## config.mk

```make
export PLATFORM = sky130hd
export DESIGN_NAME = mdu_seq_ctrl
export DESIGN_NICKNAME = d
export VERILOG_FILES = /design/src/rtl/mdu_seq_ctrl.sv
export SDC_FILE = /design/constraint.sdc
export NUM_CORES = 1
export LEC_CHECK = 0
export CAP_MARGIN = 10
export CORE_ASPECT_RATIO = 2
export CORE_MARGIN = 4
export CORE_UTILIZATION = 45
export CTS_CLUSTER_DIAMETER = 150
export DETAILED_ROUTE_END_ITERATION = 8
export GPL_ROUTABILITY_DRIVEN = 0
export SLEW_MARGIN = 20
export SYNTH_ARGS = -nofsm -noshare
export SYNTH_HDL_FRONTEND = slang
export SYNTH_SLANG_ARGS = --single-unit
```

## constraint.sdc

```tcl
create_clock -name clk_i -period 13.06 [get_ports clk_i]
set_clock_uncertainty 0.1 [all_clocks]
set_input_delay 1.959 -clock clk_i [delete_from_list [all_inputs] [get_ports clk_i]]
set_output_delay 1.959 -clock clk_i [all_outputs]
set_load 0.005 [all_outputs]
```

## src/rtl/mdu_seq_ctrl.sv

```systemverilog
// Iterative MIPS multiply/divide sequencer: radix-2 shift-add multiply and
// restoring divide over WIDTH cycles, owning HI/LO and stalling the pipeline.
module mdu_seq_ctrl #(
    parameter int WIDTH = 32,
    parameter int CNT_W = 6
) (
    input  logic             clk_i,
    input  logic             rst_n_i,
    input  logic             start_i,
    input  logic [1:0]       op_i,
    input  logic [WIDTH-1:0] rs_data_i,
    input  logic [WIDTH-1:0] rt_data_i,
    input  logic             flush_i,
    output logic             stall_o,
    output logic             busy_o,
    output logic             done_o,
    output logic             div_by_zero_o,
    output logic [WIDTH-1:0] hi_o,
    output logic [WIDTH-1:0] lo_o
);

    typedef enum logic [1:0] {
        ST_IDLE = 2'b00,
        ST_CALC = 2'b01,
        ST_DONE = 2'b10
    } state_t;

    localparam logic [CNT_W-1:0] LAST_CNT = CNT_W'(WIDTH - 1);
    localparam logic [CNT_W-1:0] CNT_ONE  = CNT_W'(1);
    localparam logic [WIDTH-1:0] ZERO_W   = {WIDTH{1'b0}};

    // Two's-complement magnitude; the most negative value maps to 2^(WIDTH-1) unsigned.
    function automatic logic [WIDTH-1:0] abs_mag(input logic [WIDTH-1:0] v,
                                                 input logic is_signed);
        if (is_signed && v[WIDTH-1]) begin
            abs_mag = ~v + {{(WIDTH-1){1'b0}}, 1'b1};
        end else begin
            abs_mag = v;
        end
    endfunction

    state_t               state_r, state_s;
    logic [CNT_W-1:0]     cnt_r, cnt_s;
    logic [WIDTH-1:0]     acc_r, acc_s;
    logic [WIDTH-1:0]     q_r, q_s;
    logic [WIDTH-1:0]     b_r, b_s;
    logic                 is_div_r, is_div_s;
    logic                 sign_lo_r, sign_lo_s;
    logic                 sign_hi_r, sign_hi_s;
    logic                 dbz_r, dbz_s;
    logic [WIDTH-1:0]     hi_r, hi_s;
    logic [WIDTH-1:0]     lo_r, lo_s;

    logic                 is_signed_s;
    logic [WIDTH-1:0]     mag_rs_s, mag_rt_s;
    logic [WIDTH:0]       sum_s, shl_s, diff_s;
    logic [WIDTH-1:0]     iter_acc_s, iter_q_s;
    logic [2*WIDTH-1:0]   prod_s;
    logic [WIDTH-1:0]     hi_res_s, lo_res_s;

    assign is_signed_s = ~op_i[0];
    assign mag_rs_s    = abs_mag(rs_data_i, is_signed_s);
    assign mag_rt_s    = abs_mag(rt_data_i, is_signed_s);

    // One engine step: shift-add for multiply, restoring subtract for divide.
    always_comb begin
        sum_s      = {1'b0, acc_r};
        shl_s      = {acc_r, q_r[WIDTH-1]};
        diff_s     = shl_s - {1'b0, b_r};
        iter_acc_s = acc_r;
        iter_q_s   = q_r;
        if (is_div_r) begin
            if (!diff_s[WIDTH]) begin
                iter_acc_s = diff_s[WIDTH-1:0];
                iter_q_s   = {q_r[WIDTH-2:0], 1'b1};
            end else begin
                iter_acc_s = shl_s[WIDTH-1:0];
                iter_q_s   = {q_r[WIDTH-2:0], 1'b0};
            end
        end else begin
            if (q_r[0]) begin
                sum_s = {1'b0, acc_r} + {1'b0, b_r};
            end else begin
                sum_s = {1'b0, acc_r};
            end
            iter_acc_s = sum_s[WIDTH:1];
            iter_q_s   = {sum_s[0], q_r[WIDTH-1:1]};
        end
    end

    // Sign correction of the result produced by the final iteration.
    always_comb begin
        prod_s   = {iter_acc_s, iter_q_s};
        hi_res_s = iter_acc_s;
        lo_res_s = iter_q_s;
        if (is_div_r) begin
            if (sign_lo_r) begin
                lo_res_s = ~iter_q_s + {{(WIDTH-1){1'b0}}, 1'b1};
            end else begin
                lo_res_s = iter_q_s;
            end
            if (sign_hi_r) begin
                hi_res_s = ~iter_acc_s + {{(WIDTH-1){1'b0}}, 1'b1};
            end else begin
                hi_res_s = iter_acc_s;
            end
        end else begin
            if (sign_lo_r) begin
                prod_s = ~{iter_acc_s, iter_q_s} + {{(2*WIDTH-1){1'b0}}, 1'b1};
            end else begin
                prod_s = {iter_acc_s, iter_q_s};
            end
            hi_res_s = prod_s[2*WIDTH-1:WIDTH];
            lo_res_s = prod_s[WIDTH-1:0];
        end
    end

    // Next-state and datapath-load logic.
    always_comb begin
        state_s   = state_r;
        cnt_s     = cnt_r;
        acc_s     = acc_r;
        q_s       = q_r;
        b_s       = b_r;
        is_div_s  = is_div_r;
        sign_lo_s = sign_lo_r;
        sign_hi_s = sign_hi_r;
        dbz_s     = dbz_r;
        hi_s      = hi_r;
        lo_s      = lo_r;
        case (state_r)
            ST_IDLE: begin
                if (start_i && !flush_i) begin
                    cnt_s     = {CNT_W{1'b0}};
                    acc_s     = ZERO_W;
                    is_div_s  = op_i[1];
                    sign_lo_s = is_signed_s & (rs_data_i[WIDTH-1] ^ rt_data_i[WIDTH-1]);
                    sign_hi_s = is_signed_s & rs_data_i[WIDTH-1];
                    if (op_i[1]) begin
                        q_s = mag_rs_s;
                        b_s = mag_rt_s;
                    end else begin
                        q_s = mag_rt_s;
                        b_s = mag_rs_s;
                    end
                    if (op_i[1] && (rt_data_i == ZERO_W)) begin
                        dbz_s   = 1'b1;
                        state_s = ST_DONE;
                    end else begin
                        dbz_s   = 1'b0;
                        state_s = ST_CALC;
                    end
                end else begin
                    state_s = ST_IDLE;
                end
            end
            ST_CALC: begin
                if (flush_i) begin
                    state_s = ST_IDLE;
                end else begin
                    acc_s = iter_acc_s;
                    q_s   = iter_q_s;
                    cnt_s = cnt_r + CNT_ONE;
                    if (cnt_r == LAST_CNT) begin
                        hi_s    = hi_res_s;
                        lo_s    = lo_res_s;
                        state_s = ST_DONE;
                    end else begin
                        state_s = ST_CALC;
                    end
                end
            end
            ST_DONE: begin
                state_s = ST_IDLE;
            end
            default: begin
                state_s = ST_IDLE;
            end
        endcase
    end

    // State, engine and HI/LO registers.
    always_ff @(posedge clk_i or negedge rst_n_i) begin
        if (!rst_n_i) begin
            state_r   <= ST_IDLE;
            cnt_r     <= {CNT_W{1'b0}};
            acc_r     <= ZERO_W;
            q_r       <= ZERO_W;
            b_r       <= ZERO_W;
            is_div_r  <= 1'b0;
            sign_lo_r <= 1'b0;
            sign_hi_r <= 1'b0;
            dbz_r     <= 1'b0;
            hi_r      <= ZERO_W;
            lo_r      <= ZERO_W;
        end else begin
            state_r   <= state_s;
            cnt_r     <= cnt_s;
            acc_r     <= acc_s;
            q_r       <= q_s;
            b_r       <= b_s;
            is_div_r  <= is_div_s;
            sign_lo_r <= sign_lo_s;
            sign_hi_r <= sign_hi_s;
            dbz_r     <= dbz_s;
            hi_r      <= hi_s;
            lo_r      <= lo_s;
        end
    end

    // stall_o must react in the issuing cycle, hence the combinational term.
    assign stall_o       = ((state_r == ST_IDLE) & start_i & ~flush_i) | (state_r == ST_CALC);
    assign busy_o        = (state_r == ST_CALC);
    assign done_o        = (state_r == ST_DONE);
    assign div_by_zero_o = (state_r == ST_DONE) & dbz_r;
    assign hi_o          = hi_r;
    assign lo_o          = lo_r;

endmodule

```

After elaboration in Yosys (flattened, before gate mapping)

Index checks and enable logic that the tools add are counted.

Bits in writable memories: 0
ROM bits: 0
Output and inout bits: 68
Memories kept: 0
Flip-flop bits (word level): 172
Word-level logic and storage cells: 78
Bits in latches: 0

Magnitude comparators: 0
Eq/ne operators: 5
Multiply operators: 0
$add $sub $neg: 8
Shift operators: 0
Divide/modulo/power cells: 0
Multiplexer cells: 29
Reduce and logical (&&, ||, !) cells: 11
Bitwise logic cells: 14

Operator list:

| operator                                                        | number |
|---|---|
| 32-bit two-way mux                                              | 15 |
| 32-bit by 1-bit adder with 32-bit output, second input constant | 4 |
| 32-bit NOT                                                      | 4 |
| 32-bit one-hot mux with 2 select lines                          | 2 |
| 64-bit by 1-bit adder with 64-bit output, second input constant | 1 |
| 64-bit two-way mux                                              | 1 |
| 64-bit NOT                                                      | 1 |
| 32-bit by 32-bit adder with 33-bit output                       | 1 |
| 33-bit two-way mux                                              | 1 |
| 33-bit by 32-bit subtractor with 33-bit output                  | 1 |
| 32-bit zero test                                                | 1 |
| 6-bit two-way mux                                               | 2 |
| 6-bit one-hot mux with 2 select lines                           | 1 |
| 2-bit two-way mux                                               | 4 |
| 6-bit by 1-bit adder with 6-bit output, second input constant   | 1 |
| 6-bit by 5-bit == test with 1-bit output, second input constant | 1 |
| 3-bit AND reduction                                             | 2 |
| 1-bit bitwise AND                                               | 5 |
| 1-bit logical AND                                               | 4 |
| 2-bit != test, second input constant                            | 2 |
| 2-bit one-hot mux with 2 select lines                           | 1 |
| 2-bit by 1-bit == test with 1-bit output, second input constant | 1 |
| 2-bit == test, second input constant                            | 1 |
| 2-bit zero test                                                 | 1 |
| other kinds (7)                                                 | 9 |

Depth between registers and ports, before layout

Word-level depth: 7
Mapped depth: 24

Worst setup path after synthesis

OpenSTA, ideal clock, no wires.

Kind: register -> register
From: register q_r[31]
To: register hi_r[24] (netlist: hi_o[24])
Stages on the path, launching flop included: 25
Buffers on the path: 3
Arrival: 5.066 ns
Clock period less this slack: 5.301 ns
Path slack: 7.759 ns
Library setup time: 0.135 ns
Cell sequence: dfrtp_1 > inv_1 > ha_1 > fa_1 > nand2b_1 > a21oi_2 > o21a_4 > a211oi_2 > o21ai_1 > clkbuf_1 > xnor2_1 > clkbuf_1 > nor2_1 > a21oi_1 > ha_1 > nand3_1 > or3_1 > clkbuf_1 > nor2_1 > nor2_1 > nor4b_1 > nor2_1 > o21ai_0 > xor2_1 > o21ai_0

Cells in the longest elaborated chain, start to end: 7

Ends and longest elaborated chain:

| what                                                                                                 | RTL line | source |
|---|---|---|
| start, declared                                                                                      | 45       | `logic [WIDTH-1:0] q_r, q_s;` |
| start signal, assigned                                                                               | 200      | `q_r <= q_s;` |
| 33-bit by 32-bit subtractor with 33-bit output                                                       | 69       | `diff_s = shl_s - {1'b0, b_r};` |
| 1-bit two-way mux or 32-bit two-way mux (tied branches)                                              | 73       | `if (!diff_s[WIDTH]) begin` |
| 32-bit two-way mux                                                                                   | 72       | `if (is_div_r) begin` |
| 64-bit NOT or 32-bit NOT (tied branches)                                                             | 109, 103 |  |
| 64-bit by 1-bit adder with 64-bit output or 32-bit by 1-bit adder with 32-bit output (tied branches) | 109, 103 |  |
| 64-bit two-way mux or 32-bit two-way mux (tied branches)                                             | 108, 102 |  |
| 32-bit two-way mux *                                                                                 | 96       | `if (is_div_r) begin` |
| end signal, assigned                                                                                 | 206      | `hi_r <= hi_s;` |
| end, declared                                                                                        | 51       | `logic [WIDTH-1:0] hi_r, hi_s;` |

Mark *: on every way between the ends. The rest lies on a longest branch, timed or not.
A chain may end at the register's enable or synchronous reset.

Final worst setup path

Ends and elaborated chain as after synthesis.

==> impl_results.md <==
* Status: finished, final reports clean
* Final worst setup slack at 7.12 ns
* # fillers at 3427
* Final Non-Filler Cells at 2667
* Sequential cell area at 4310 sq um
* Largest net degree at the start of global routing at 97
* Clk Latency, worst-skew pair at 0.47 ns
* Post-synth top area share at 26.8%
* Initial antenna violation count at 0
* Routed wire length per instance at 24.2 um
* Worst Max-Slew Pin Slew at 1.09 ns
* Initial Util at 45.7%
* Grt ovf at 0
* CP arrival at 6.16 ns
* Syn Std Cell Area at 16000 sq um
* Die area at 38900 sq um
* Highest clock rate at 168 MHz
* Setup slack at placement at 7.22 ns
* Detailed Route WL at 64400 um
* Commonest cells post-synth: 315 x nand2_1, 268 x o21ai_0, 177 x a21oi_1, 172 x dfrtp_1, 164 x nor2_1
* Slew margin rel. at 26.7%
* Hold crit path type: register to register
* Iteration-0 DRC Markers at 1394
* Post-CTS setup buffers at 0
* IO buf count at 137
* GRT Overall Usage at 32.8%
* CORE AREA at 35100 sq um
* Ant diodes at 0
* Post-Layout Inst Area at 18300 sq um
* CP endpoint kind: register
* PwrDens at 211 nW/um^2
* Ranking of synthesized cells by area: dfrtp_1 27%, o21ai_0 8.4%, nand2_1 7.4%
* Maxcap violations at 0
* Critical path class: register to register
* Ys Warns at 0
* Post-synthesis register bit count at 172
* Top FF cell, synth: dfrtp_1
* Cts repair resizes at 0
* Final HPWL DP at 50700 um
* Multi-input gate area at 11000 sq um
* Min Hold Slack at 0.382 ns
* Final hold vios at 0
* CTS Buf Count at 17
* Leak at 7.60 nW
* Top-count cell post-synth: nand2_1
* Total vias in the final route at 16700
* Critical Path RT at 13.28 ns
* Post-synthesis async set-or-reset flop share at 100%
* Yosys top cell by area: dfrtp_1
* Clk Tree Root Cell: clkbuf_16
* Synth Instances at 2148
* DP Area at 17800 sq um
* Final Cycle Share at 45.5%
* Synth Area per Inst at 7.47 sq um
* Post-synth EDFFs at 0
* RSZ-0062 raised after global routing: false
* Crit path launch type: register
* Final antenna-violating net count at 0
* Hold-fix buffers, CTS at 0
* Vias in the first global route at 16700
* Ratio of cells with drive above 1 in the final layout at 5.22%
* Post-synthesis sequential area ratio at 26.8%
* Tmin final at 5.94 ns
* Final setup fails at 0
* Final core utilization at 52.2%
* Synthesized Nets at 2289
* Area grow syn2layout at 14.1%
* Setup TNS at 0 ns
* Number of iterations in the first detailed-routing pass at 7
* Slew Limit Fails at 0
* First-pass GRT wire length at 96900 um
* Clock Path Buffers at 2
* Row cnt at 97
* Nets at 2352
* Via density at 6.27
* Total power at 3.87 mW
* Total clock sinks at 172
* CTS clock-pin slew for the worst setup and hold paths at 0.08 ns
* Die Span X at 141 um
* DIE HEIGHT at 275 um
* H-tree Lvls at 4
* Dpl cells at 2637
* IO Pins at 138
* Post-synth cell types at 85
* Worst-path fanout max at 16
* TritonCTS clock tree: yes
* VDD IR-drop max at 0.128 mV
* DR DRC count at 0
final timing paths:
check                               from  endpoint  slack, ns  cells after the start
worst max-delay path             q_r[31]  hi_o[24]       7.12                     23
worst min-delay path            hi_o[19]  hi_o[19]       0.38                      2
worst max register to register   q_r[31]  hi_o[24]       7.12                     23
worst min register to register  hi_o[19]  hi_o[19]       0.38                      2
max in group asynchronous        rst_n_i  is_div_r       9.39                      3
min in group asynchronous        rst_n_i  lo_o[17]       1.33                      1
cells in the final DEF, fill, tap and decap left out, drive strengths merged, types with 69 or more instances in the layout:
cell and n:
inv 73, xnor2 87, a21oi 182, xor2 69, clkdlybuf4s50 135, nand2 315
o21ai 278, ha 69, dfrtp 172, nor2 164
state kept, by name (all words and copies together), names as in the netlist:
name       count
acc_r         32
b_r           32
cnt_r          6
dbz_r          1
hi_o          32
is_div_r       1
lo_o          32
q_r           32
sign_hi_r      1
sign_lo_r      1
state_r        2
final cells by class:
cell class,count,share of cell area (%)
multi-input cells,1777,60.0
clock inverters,12,0.602
inverters,68,1.40
flip-flops and latches,172,23.5
well taps,445,3.04
clock buffers,18,2.35
repair buffers,175,9.05
power breakdown:
part           switching [mW]  total [mW]  internal (mW)  leakage, nW
combinational            1.69        2.60          0.907         5.07
clock                   0.253       0.500          0.248        0.256
sequential              0.143       0.765          0.622         2.27
kinds of logic after synthesis:
family,after synthesis,share of synthesized area [%]
flops,172,26.8
compound gates,703,26.8
fa+ha+maj,71,5.63
buf+inv,199,4.94
simple gates,773,22.5
mux,74,4.70
xor+xnor,156,8.52
critical path: stages, from the launching register on:
cell	delay, ns
dfrtp_1	0.39
inv_1	0.09
ha_1	0.22
fa_1	0.41
nand2b_1	0.19
a21oi_2	0.31
o21a_4	0.23
a211oi_2	0.14
o21ai_1	0.36
buf_4	0.32
xnor2_1	0.14
buf_4	0.21
nor2_1	0.09
a21oi_1	0.24
ha_1	0.25
nand3_1	0.19
or3_1	0.53
nor2_1	0.26
nor2_1	0.16
nor4b_1	0.34
nor2_1	0.12
o21ai_0	0.22
xor2_1	0.17
o21ai_0	0.09
metal layers:
metal | global-route usage (%) | vias to the layer above | wire length, um
met1 | 32.2 | 7864 | 21000
met5 | 0 | - | 0
met4 | 33.5 | 0 | 8250
li1 | - | 7848 | -
met2 | 57.5 | 721 | 32300
met3 | 3.57 | 287 | 2880
Power figures use the tool's default switching activity.
